--- config.mk ---
export PLATFORM = sky130hd
export DESIGN_NAME = round_robin_arbiter4
export DESIGN_NICKNAME = d
export VERILOG_FILES = /design/src/rtl/round_robin_arbiter4.sv
export SDC_FILE = /design/constraint.sdc
export NUM_CORES = 1
export LEC_CHECK = 0
export CORE_MARGIN = 1.5
export CORE_UTILIZATION = 40
export DETAILED_ROUTE_END_ITERATION = 12
export PLACE_DENSITY_LB_ADDON = 0.1
export SLEW_MARGIN = 20
export SYNTH_ARGS = -nofsm -noshare
export SYNTH_HDL_FRONTEND = slang
export SYNTH_SLANG_ARGS = --single-unit
--- constraint.sdc ---
create_clock -name clk -period 1.55 [get_ports clk]
set_input_delay 0.465 -clock clk [delete_from_list [all_inputs] [get_ports clk]]
set_output_delay 0.465 -clock clk [all_outputs]
set_load 0.005 [all_outputs]
--- src/rtl/round_robin_arbiter4.sv ---
// Four-way round-robin arbiter with per-grant hold limit and forced-release timeout pulse.
// A grant is held until done, until the owner drops its request, or until HOLD_MAX cycles elapse.
module round_robin_arbiter4 #(
    parameter int unsigned HOLD_MAX = 8
) (
    input  logic       clk,
    input  logic       rst,
    input  logic [3:0] req,
    input  logic       done,
    output logic [3:0] gnt,
    output logic [1:0] gnt_id,
    output logic       busy,
    output logic       timeout
);

    localparam int unsigned CNT_W = $clog2(HOLD_MAX) + 1;

    typedef enum logic {
        IDLE  = 1'b0,
        GRANT = 1'b1
    } state_t;

    state_t           state, state_n;
    logic [1:0]       ptr, ptr_n;
    logic [CNT_W-1:0] cnt, cnt_n;
    logic [3:0]       gnt_n;
    logic [1:0]       gnt_id_n;
    logic             busy_n;
    logic             timeout_n;

    logic [1:0]       pick;
    logic             found;
    logic             normal_rel;
    logic             limit_hit;

    // First requester at or after ptr, wrapping modulo 4
    always_comb begin
        pick  = ptr;
        found = 1'b0;
        for (int i = 0; i < 4; i++) begin
            if (!found && req[2'(ptr + 2'(i))]) begin
                pick  = 2'(ptr + 2'(i));
                found = 1'b1;
            end
        end
    end

    assign normal_rel = done || !req[gnt_id];
    assign limit_hit  = (cnt == CNT_W'(HOLD_MAX - 1));

    // Next-state and registered-output values
    always_comb begin
        state_n   = state;
        ptr_n     = ptr;
        cnt_n     = cnt;
        gnt_n     = gnt;
        gnt_id_n  = gnt_id;
        busy_n    = busy;
        timeout_n = 1'b0;
        case (state)
            IDLE: begin
                if (found) begin
                    state_n  = GRANT;
                    gnt_id_n = pick;
                    gnt_n    = 4'(1) << pick;
                    busy_n   = 1'b1;
                    cnt_n    = '0;
                end
            end
            GRANT: begin
                if (normal_rel || limit_hit) begin
                    state_n   = IDLE;
                    gnt_n     = 4'b0000;
                    busy_n    = 1'b0;
                    ptr_n     = 2'(gnt_id + 2'd1);
                    timeout_n = !normal_rel;
                end else begin
                    cnt_n = cnt + CNT_W'(1);
                end
            end
            default: state_n = IDLE;
        endcase
    end

    always_ff @(posedge clk) begin
        if (rst) begin
            state   <= IDLE;
            ptr     <= 2'b00;
            cnt     <= '0;
            gnt     <= 4'b0000;
            gnt_id  <= 2'b00;
            busy    <= 1'b0;
            timeout <= 1'b0;
        end else begin
            state   <= state_n;
            ptr     <= ptr_n;
            cnt     <= cnt_n;
            gnt     <= gnt_n;
            gnt_id  <= gnt_id_n;
            busy    <= busy_n;
            timeout <= timeout_n;
        end
    end

endmodule
# After elaboration in Yosys (flattened, before gate mapping)

Cells that the tools add are included.

Reduce and logical (&&, ||, !) cells: 15
Mux-type cells: 29
Shift operators: 1
Order comparisons: 5
Add/sub/neg operators: 5
Bitwise operators: 2
Eq/ne operators: 4

Operators by type and width:

| cell                                                                         | number |
|---|---|
| 4-bit 2-to-1 mux                                                             | 4 |
| 4-bit case mux with 2 select lines                                           | 2 |
| 2-bit by 3-bit less-than comparator with 1-bit output, second input constant | 5 |
| 1-bit 2-to-1 mux                                                             | 13 |
| 1-bit binary-select mux with 2-bit select                                    | 5 |
| 2-bit AND reduction                                                          | 4 |
| 2-bit 2-to-1 mux                                                             | 3 |
| 1-bit zero test                                                              | 5 |
| 2-bit by 1-bit adder with 2-bit output, second input constant                | 2 |
| 2-bit adder, second input constant                                           | 2 |
| 4-bit by 1-bit adder with 4-bit output, second input constant                | 1 |
| 4-bit by 3-bit == test with 1-bit output, second input constant              | 1 |
| 2-bit inequality test, second input constant                                 | 2 |
| 1-bit case mux with 2 select lines                                           | 2 |
| 1-bit by 2-bit left shift with 4-bit output, first input constant            | 1 |
| 1-bit logical AND                                                            | 3 |
| 3-bit OR reduction                                                           | 1 |
| 1-bit logical OR                                                             | 2 |
| 2-bit by 1-bit inequality test with 1-bit output, second input constant      | 1 |
| 1-bit inverter                                                               | 2 |

Output and inout bits: 8
Bits in registers: 15
Word-level logic and storage cells: 68
Input bits: 7

# Logic depth before layout (Yosys ltp)

Gate-level depths: netlist of run 1.

Depth after elaboration: 15
Mapped depth: 5
Gate-level depth less buffers: 4

# Worst setup path after synthesis of run 1

OpenSTA, ideal clock, no wires.

Path kind: input to register
Start: input req[1]
End: register gnt[0]
Path buffers: 1
Required time: 1.475 ns
Cell stages on the path: 5
Path slack: -0.055 ns
Arrival: 1.530 ns
Setup time: 0.075 ns
Cell sequence: buf_2 > or4_4 > a21oi_4 > nand2_1 > o22ai_1

Longest elaborated chain between the ends: 15
Elaborated cells between the ends (all ways): 32
Those cells by class: 2 x eq/ne; 1 x shift; 19 x mux; 10 x reduce/logical

RTL lines:

| item                                        | RTL line | source |
|---|---|---|
| start: declaration                          | 8        | `input logic [3:0] req,` |
| 1-bit binary-select mux with 2-bit select   | 41       | `if (!found && req[2'(ptr + 2'(i))]) begin` |
| 1-bit 2-to-1 mux (not written as such)      | 41       |  |
| 1-bit 2-to-1 mux                            | 41       |  |
| 1-bit zero test                             | 41       |  |
| 1-bit logical AND                           | 41       |  |
| 1-bit 2-to-1 mux                            | 41       |  |
| 1-bit zero test                             | 41       |  |
| 1-bit logical AND                           | 41       |  |
| 1-bit 2-to-1 mux                            | 41       |  |
| 1-bit zero test                             | 41       |  |
| 1-bit logical AND                           | 41       |  |
| 2-bit 2-to-1 mux                            | 41       |  |
| 1-bit by 2-bit left shift with 4-bit output | 65       | `gnt_n = 4'(1) << pick;` |
| 4-bit 2-to-1 mux                            | 62       | `if (found) begin` |
| 4-bit case mux with 2 select lines          | 60       | `case (state)` |
| end signal: assignment                      | 98       | `gnt <= gnt_n;` |
| end: declaration                            | 10       | `output logic [3:0] gnt,` |

Several ways; a longest one is shown, not always the timed one. The select of a mux whose other input is x is not followed.
A chain may end at the register's enable or synchronous reset.

# Worst setup path after layout of run 1

Start: register gnt_id[0]
End: register ptr[0]

Longest elaborated chain between the ends: 6
Elaborated cells between the ends (all ways): 7
Those cells by class: 1 x add/sub; 2 x mux; 4 x reduce/logical

RTL lines:

| item                                      | RTL line | source |
|---|---|---|
| start: declaration                        | 11       | `output logic [1:0] gnt_id,` |
| start signal: assignment                  | 99       | `gnt_id <= gnt_id_n;` |
| 1-bit binary-select mux with 2-bit select | 48       | `assign normal_rel = done \|\| !req[gnt_id];` |
| 1-bit 2-to-1 mux (not written as such)    | 48       |  |
| 1-bit zero test                           | 48       |  |
| 1-bit logical OR                          | 48       |  |
| 1-bit logical OR                          | 71       | `if (normal_rel \|\| limit_hit) begin` |
| 2-bit AND reduction (no source line)      | n/a      |  |
| end signal: assignment                    | 96       | `ptr <= ptr_n;` |
| end: declaration                          | 24       | `logic [1:0] ptr, ptr_n;` |

Several ways; a longest one is shown, not always the timed one. The select of a mux whose other input is x is not followed.

==> impl_metrics.py, run 1 <==
metrics = {
    "yosys": {
        "yosysSeqAreaShare": 0.358,
        "netlist_area_um2": 838,
        "synth-seq-cells": 15,
        "avgSynthCellArea_um2": 8.22,
        "synth_warnings": 0,
        "synthCells": 102,
        "ys_types": 35,
        "syn_nets": 110,
    },
    "setup_path": {
        "rr_startpoint": "gnt_id[0]",
        "ff2ff_path_depth": 5,
        "rrSetupSlack_ns": 0.08,
        "worstSetupPathType": "flop to flop",
        "critPathMaxFanout": 5,
        "end_kind": "flop",
        "critical_path.endpoint": "ptr[0]",
        "r2r-end": "ptr[0]",
        "crit_path_start": "gnt_id[0]",
        "startpoint_type": "flop",
        "worstPathArrival_ns": 1.68,
        "crit_required_ns": 1.76,
    },
    "clock_network": {
        "cts_sinks": 15,
        "hold_buffers": 0,
        "clock_path_buffers": 2,
        "h-tree-depth": 1,
        "cts_made_buffers": 3,
        "tritoncts": "built",
        "ctsRootBufferMaster": "clkbuf_4",
        "clkSlewWorstSetupHoldPaths_ns": 0.11,
        "clkLatencyLatePin_ns": 0.30,
    },
    "power": {
        "power_frac_comb": 0.284,
        "p_clk_frac": 0.254,
        "power_frac_seq": 0.461,
        "peakVddDrop_v": 0.000507,
        "power_switching_uw": 301,
        "powerDensity_mw_per_mm2": 794,
        "p_int_uw": 645,
        "power.leakage_uw": 0.000507,
        "power_uw": 945,
        "sw_frac_of_total": 0.318,
    },
    "placement": {
        "pre_cts_ws_ns": -0.576,
        "hpwlAfterDp_um": 1430,
        "port_buffers": 14,
        "place_inst": 150,
        "placedInstanceArea_mm2": 0.00108,
        "gp_congestion": 0.864,
    },
    "grt": {
        "grt_pass1_vias": 765,
        "track_usage": 0.191,
        "grt_antenna_before_repair": 0,
        "grt_overflow": 0,
        "grt_max_degree": 10,
        "grt_pass1_wl_um": 3530,
    },
    "floorplan": {
        "start_util": 0.427,
        "row_count": 16,
        "io_pins": 15,
        "dieWidth_um": 48.8,
        "dieArea_mm2": 0.00238,
        "coreArea_mm2": 0.00196,
        "chipHeight_um": 48.8,
    },
    "route": {
        "wl_per_cell_um": 13.1,
        "num_vias": 840,
        "drt_iter0_drc": 17,
        "postRouteAntennaNets": 0,
        "via_per_inst": 5.32,
        "dr.pass1.iters": 4,
        "drc": 0,
        "finalWirelength_um": 2060,
    },
    "status": {
        "status": "completed",
    },
    "timing": {
        "max_freq_ghz": 0.679,
        "maxSlewHeadroom": 0.755,
        "post-route-min-period_ns": 1.47,
        "fin_worst_skew_ns": 0.0116,
        "final.setup.worst_slack_ns": 0.0765,
        "whs_ns": 0.464,
        "final-hold-violation-count": 0,
        "setup_viol": 0,
        "period_share": 0.951,
        "slew_violations": 0,
        "grt_setup_unrepaired": "true",
        "tightestPinTransition_ns": 0.364,
    },
    "finish": {
        "diodes": 0,
        "syn_to_final_growth_pct": 42.1,
        "stdcell_count": 158,
        "postLayoutCellArea_mm2": 0.00119,
        "nFillCells": 198,
        "drive_gt1_frac": 0.336,
        "fin_nets": 140,
    },
    "job": {
        "drv_cap": 0,
    },
    "hold_path": {
        "min_path_type": "flop to flop",
        "hold_path_depth": 2,
    },
}
state kept, by name, summed over array words and instances, names as in the netlist:
| register | count |
|---|---|
| state | 1 |
| cnt | 4 |
| ptr | 2 |
| timeout | 1 |
| gnt_id | 2 |
| busy | 1 |
| gnt | 4 |
layout make-up:
type	instances	area, µm²	area share
Multi-Input combinational cell	77	561	0.471
Inverter	4	15.0	0.0126
Clock inverter	1	5.00	0.00420
Clock buffer	3	22.5	0.0189
Timing Repair Buffer	31	244	0.205
Sequential cell	15	310	0.261
Tap cell	27	33.8	0.0284
layout by cell type (no fill, tap or decap), drive strengths merged, types with 2 or more instances in the layout:
cell and n:
nor3 5, inv 4, or4 2, dlygate4sd2 8
nor2 4, o31ai 2, nand4 3, mux2i 4
o211ai 3, clkbuf 5, nand2b 2, a21oi 8
o21ai 5, o22a 2, a211oi 3, nand3 4
dfxtp 15, o22ai 5, and3b 2, buf 19
nor2b 4, nand2 11
power groups by stage:
stage | clock network, µW | logic, µW | registers, µW
after global routing | 259 | 297 | 440
after CTS | 242 | 251 | 435
final | 240 | 269 | 436
after floorplan | 0 | 135 | 438
after detailed placement | 0 | 229 | 446
after global placement | 0 | 228 | 446
synthesized netlist by cell type:
cell type  instances  share of area
a211oi_1           3          0.027
a21oi_1            7          0.042
a21oi_4            1          0.019
and3_1             1         0.0075
and3b_1            2          0.021
buf_2              2          0.012
buf_6              1          0.013
clkbuf_1           2         0.0090
clkbuf_2           1         0.0060
dfxtp_1           15           0.36
ha_1               1          0.015
inv_1              4          0.018
mux2i_1            4          0.048
nand2_1           11          0.049
nand2b_1           2          0.015
nand3_1            4          0.024
nand3b_1           1         0.0090
nand4_1            3          0.022
nor2_1             4          0.018
nor2b_1            4          0.030
nor3_1             5          0.030
nor3b_1            1         0.0090
nor4_1             1         0.0075
o2111ai_1          1          0.010
o211ai_1           3          0.027
o21ai_0            4          0.024
o21ai_1            1         0.0060
o22a_1             2          0.021
o22ai_1            4          0.030
o22ai_2            1          0.015
o31ai_1            2          0.018
or2_2              1         0.0075
or4_1              1         0.0090
or4_4              1          0.013
xor2_1             1          0.010
per-stage QoR:
step	util	TNS, ns
final	0.607	0
after global routing	0.607	-0.0284
after detailed placement	0.548	-7.50
after floorplan	-	-0.0397
after global placement	0.548	-7.30
after CTS	0.594	-0.0101
worst max-delay path, stage by stage, from the launching register on:
cell	delay, ns
dfxtp_4	0.36
buf_4	0.14
mux2i_2	0.32
o22a_4	0.23
o21ai_2	0.09
a211oi_1	0.25
logic make-up (layout without fill, tap and decap cells):
group	Yosys count	after routing	synth area share
compound gates	29	29	0.239
xor+xnor	1	1	0.0104
fa+ha+maj	1	1	0.0149
buf+inv	10	39	0.0582
flops	15	15	0.358
mux	4	4	0.0478
simple gates	42	42	0.272
routing by layer:
layer	wire, µm	vias to the layer above	GRT usage
met5	0	-	0
met4	46	0	0.100
met3	69	4	0.0276
met2	926	18	0.283
met1	1020	380	0.270
li1	-	438	-
what timing repair did:
| item | 4_1_cts | 5_1_grt |
|---|---|---|
| resized for setup | 31 | 16 |
| endpoints found under the setup margin | 23 | 12 |
| pin swaps | 3 | 5 |
| buffers inserted | 3 | 1 |
worst min path at each step:
stage                      start  endpoint  slack [ns]
after floorplan           cnt[3]    cnt[3]        0.45
after global placement    gnt[3]    gnt[3]        0.45
after detailed placement  gnt[2]    gnt[2]        0.45
after CTS                 gnt[3]    gnt[3]        0.46
after global routing      gnt[3]    gnt[3]        0.47
final                     gnt[2]    gnt[2]        0.46
Power figures use the tool's default switching activity.
==> run 2, diff against run 1 <==
==> constraint.sdc (replaced) <==
create_clock -name clk -period 1.55 [get_ports clk]
set_input_delay 0.31 -clock clk [delete_from_list [all_inputs] [get_ports clk]]
set_output_delay 0.31 -clock clk [all_outputs]
set_load 0.005 [all_outputs]
==> impl_metrics.py, run 2 (same netlist as run 1, synthesis figures left out) <==
metrics = {
    "hold_path": {
        "hold_path_end": "gnt[2]",
        "hold_start": "gnt[2]",
        "min_path_type": "flop to flop",
        "hold_path_depth": 2,
    },
    "floorplan": {
        "dieWidth_um": 48.8,
        "row_count": 16,
        "start_util": 0.427,
        "dieArea_mm2": 0.00238,
        "chipHeight_um": 48.8,
        "io_pins": 15,
        "coreArea_mm2": 0.00196,
    },
    "clock_network": {
        "h-tree-depth": 1,
        "clock_path_buffers": 2,
        "cts_sinks": 15,
        "hold_buffers": 0,
        "ctsRootBufferMaster": "clkbuf_4",
        "cts_made_buffers": 3,
        "clkLatencyLatePin_ns": 0.27,
        "clkSlewWorstSetupHoldPaths_ns": 0.09,
        "tritoncts": "built",
    },
    "setup_path": {
        "startpoint_type": "flop",
        "r2r-end": "ptr[1]",
        "crit_required_ns": 1.74,
        "ff2ff_path_depth": 5,
        "critPathTopFamily": "compound AO/OA/AOI/OAI gates",
        "crit_path_start": "gnt_id[0]",
        "worstSetupPathType": "flop to flop",
        "critPathMaxFanout": 5,
        "crit_chain": "buf_4 > mux2i_1 > o22a_2 > o21ai_2 > a211oi_1",
        "end_kind": "flop",
        "critPathSlowestCell": "mux2i_1",
        "rrSetupSlack_ns": 0.06,
        "max_stage_delay_ns": 0.35,
        "crit_buf_inv": 1,
        "worstPathArrival_ns": 1.68,
        "rr_startpoint": "gnt_id[0]",
    },
    "finish": {
        "drive_gt1_frac": 0.200,
        "multiInputGateArea_um2": 515,
        "ff_latch_area_um2": 303,
        "fin_nets": 134,
        "final_cell_mix": "13 x dfxtp_1, 11 x nand2_1, 11 x buf_4",
        "syn_to_final_growth_pct": 32.8,
        "nFillCells": 209,
        "layout_commonest_cell": "dfxtp_1",
        "postLayoutCellArea_mm2": 0.00111,
        "top_regs": "cnt x4, gnt x4",
        "diodes": 0,
        "final_util": 0.568,
    },
    "timing": {
        "post-route-min-period_ns": 1.49,
        "max_freq_ghz": 0.671,
        "final-hold-violation-count": 0,
        "maxSlewHeadroom": 0.759,
        "final.setup.worst_slack_ns": 0.0592,
        "setup_viol": 0,
        "whs_ns": 0.466,
        "fin_worst_skew_ns": 0.00197,
        "tightestPinTransition_ns": 0.352,
        "period_share": 0.962,
        "slew_violations": 0,
    },
    "route": {
        "num_vias": 820,
        "finalWirelength_um": 1950,
        "dr.pass1.iters": 4,
        "via_per_inst": 5.39,
        "wl_per_cell_um": 12.8,
        "drc": 0,
        "drt_iter0_drc": 27,
        "postRouteAntennaNets": 0,
    },
    "power": {
        "power_uw": 895,
        "peakVddDrop_v": 0.000600,
        "power.leakage_uw": 0.000432,
        "powerDensity_mw_per_mm2": 804,
    },
    "grt": {
        "grt_overflow": 0,
        "track_usage": 0.172,
        "grt_pass1_wl_um": 3260,
        "grt_pass1_vias": 710,
        "grt_max_degree": 12,
        "grt_antenna_before_repair": 0,
    },
    "status": {
        "status": "completed",
    },
    "job": {
        "drv_cap": 0,
    },
    "placement": {
        "gp_congestion": 0.828,
        "placedInstanceArea_mm2": 0.00105,
        "port_buffers": 14,
        "hpwlAfterDp_um": 1410,
        "pre_cts_ws_ns": -0.387,
    },
}
run 2: cell types whose count changed in the layout (fill, tap and decap cells not counted), moves of 2 or more:
cell / delta
clkbuf_2: -2
buf_2: -2
buf_4: -5
clkdlybuf4s50_1: +8
dfxtp_2: -3
dfxtp_1: +4
dlygate4sd2_1: -4
run 2: routing by layer:
| metal | vias up | routed length (µm) | global-route usage |
|---|---|---|---|
| li1 | 425 | - | - |
| met1 | 374 | 974 | 0.241 |
| met2 | 19 | 879 | 0.267 |
| met3 | 2 | 79 | 0.0399 |
| met4 | 0 | 13 | 0.0429 |
| met5 | - | 0 | 0 |
run 2: where the power goes:
part	internal [µW]	total (µW)	switching [µW]
Sequential	413	438	24.9
Combinational	120	239	119
Clock	99.6	218	119
run 2: worst reg2reg max path: stages, from the launching register on:
cell	delay, ns
dfxtp_2	0.33
buf_4	0.12
mux2i_1	0.35
o22a_2	0.28
o21ai_2	0.09
a211oi_1	0.24
run 2: worst max path at each step:
stage / cells after the start / slack [ns] / endpoint
after global placement: 5 / -0.36 / gnt[1]
after global routing: 6 / -0.01 / cnt[0]
after CTS: 1 / 0.009 / gnt_id[1]
final: 5 / 0.06 / ptr[1]
after detailed placement: 5 / -0.39 / gnt[0]
after floorplan: 5 / 0.10 / gnt[0]
run 2: timing repair:
action | 4_1_cts | 5_1_grt
endpoints found under the setup margin | 13 | 5
gates resized for setup | 7 | 6
buffers inserted | 1 | 0
pin swaps | 4 | 0
cloned | 0 | 0
run 2: final cells by class:
class,count,area share
Sequential cell,15,0.272
Tap cell,27,0.0303
Timing Repair Buffer,25,0.198
Multi-Input combinational cell,77,0.463
Inverter,4,0.0135
Clock buffer,4,0.0236
run 2: metrics by stage:
| step | TNS [ns] | cells |
|---|---|---|
| floorplan | 0 | 102 |
| global placement | -4.65 | 147 |
| detailed placement | -4.83 | 147 |
| CTS | 0 | 152 |
| global route | -0.0170 | 152 |
| finish | 0 | 152 |
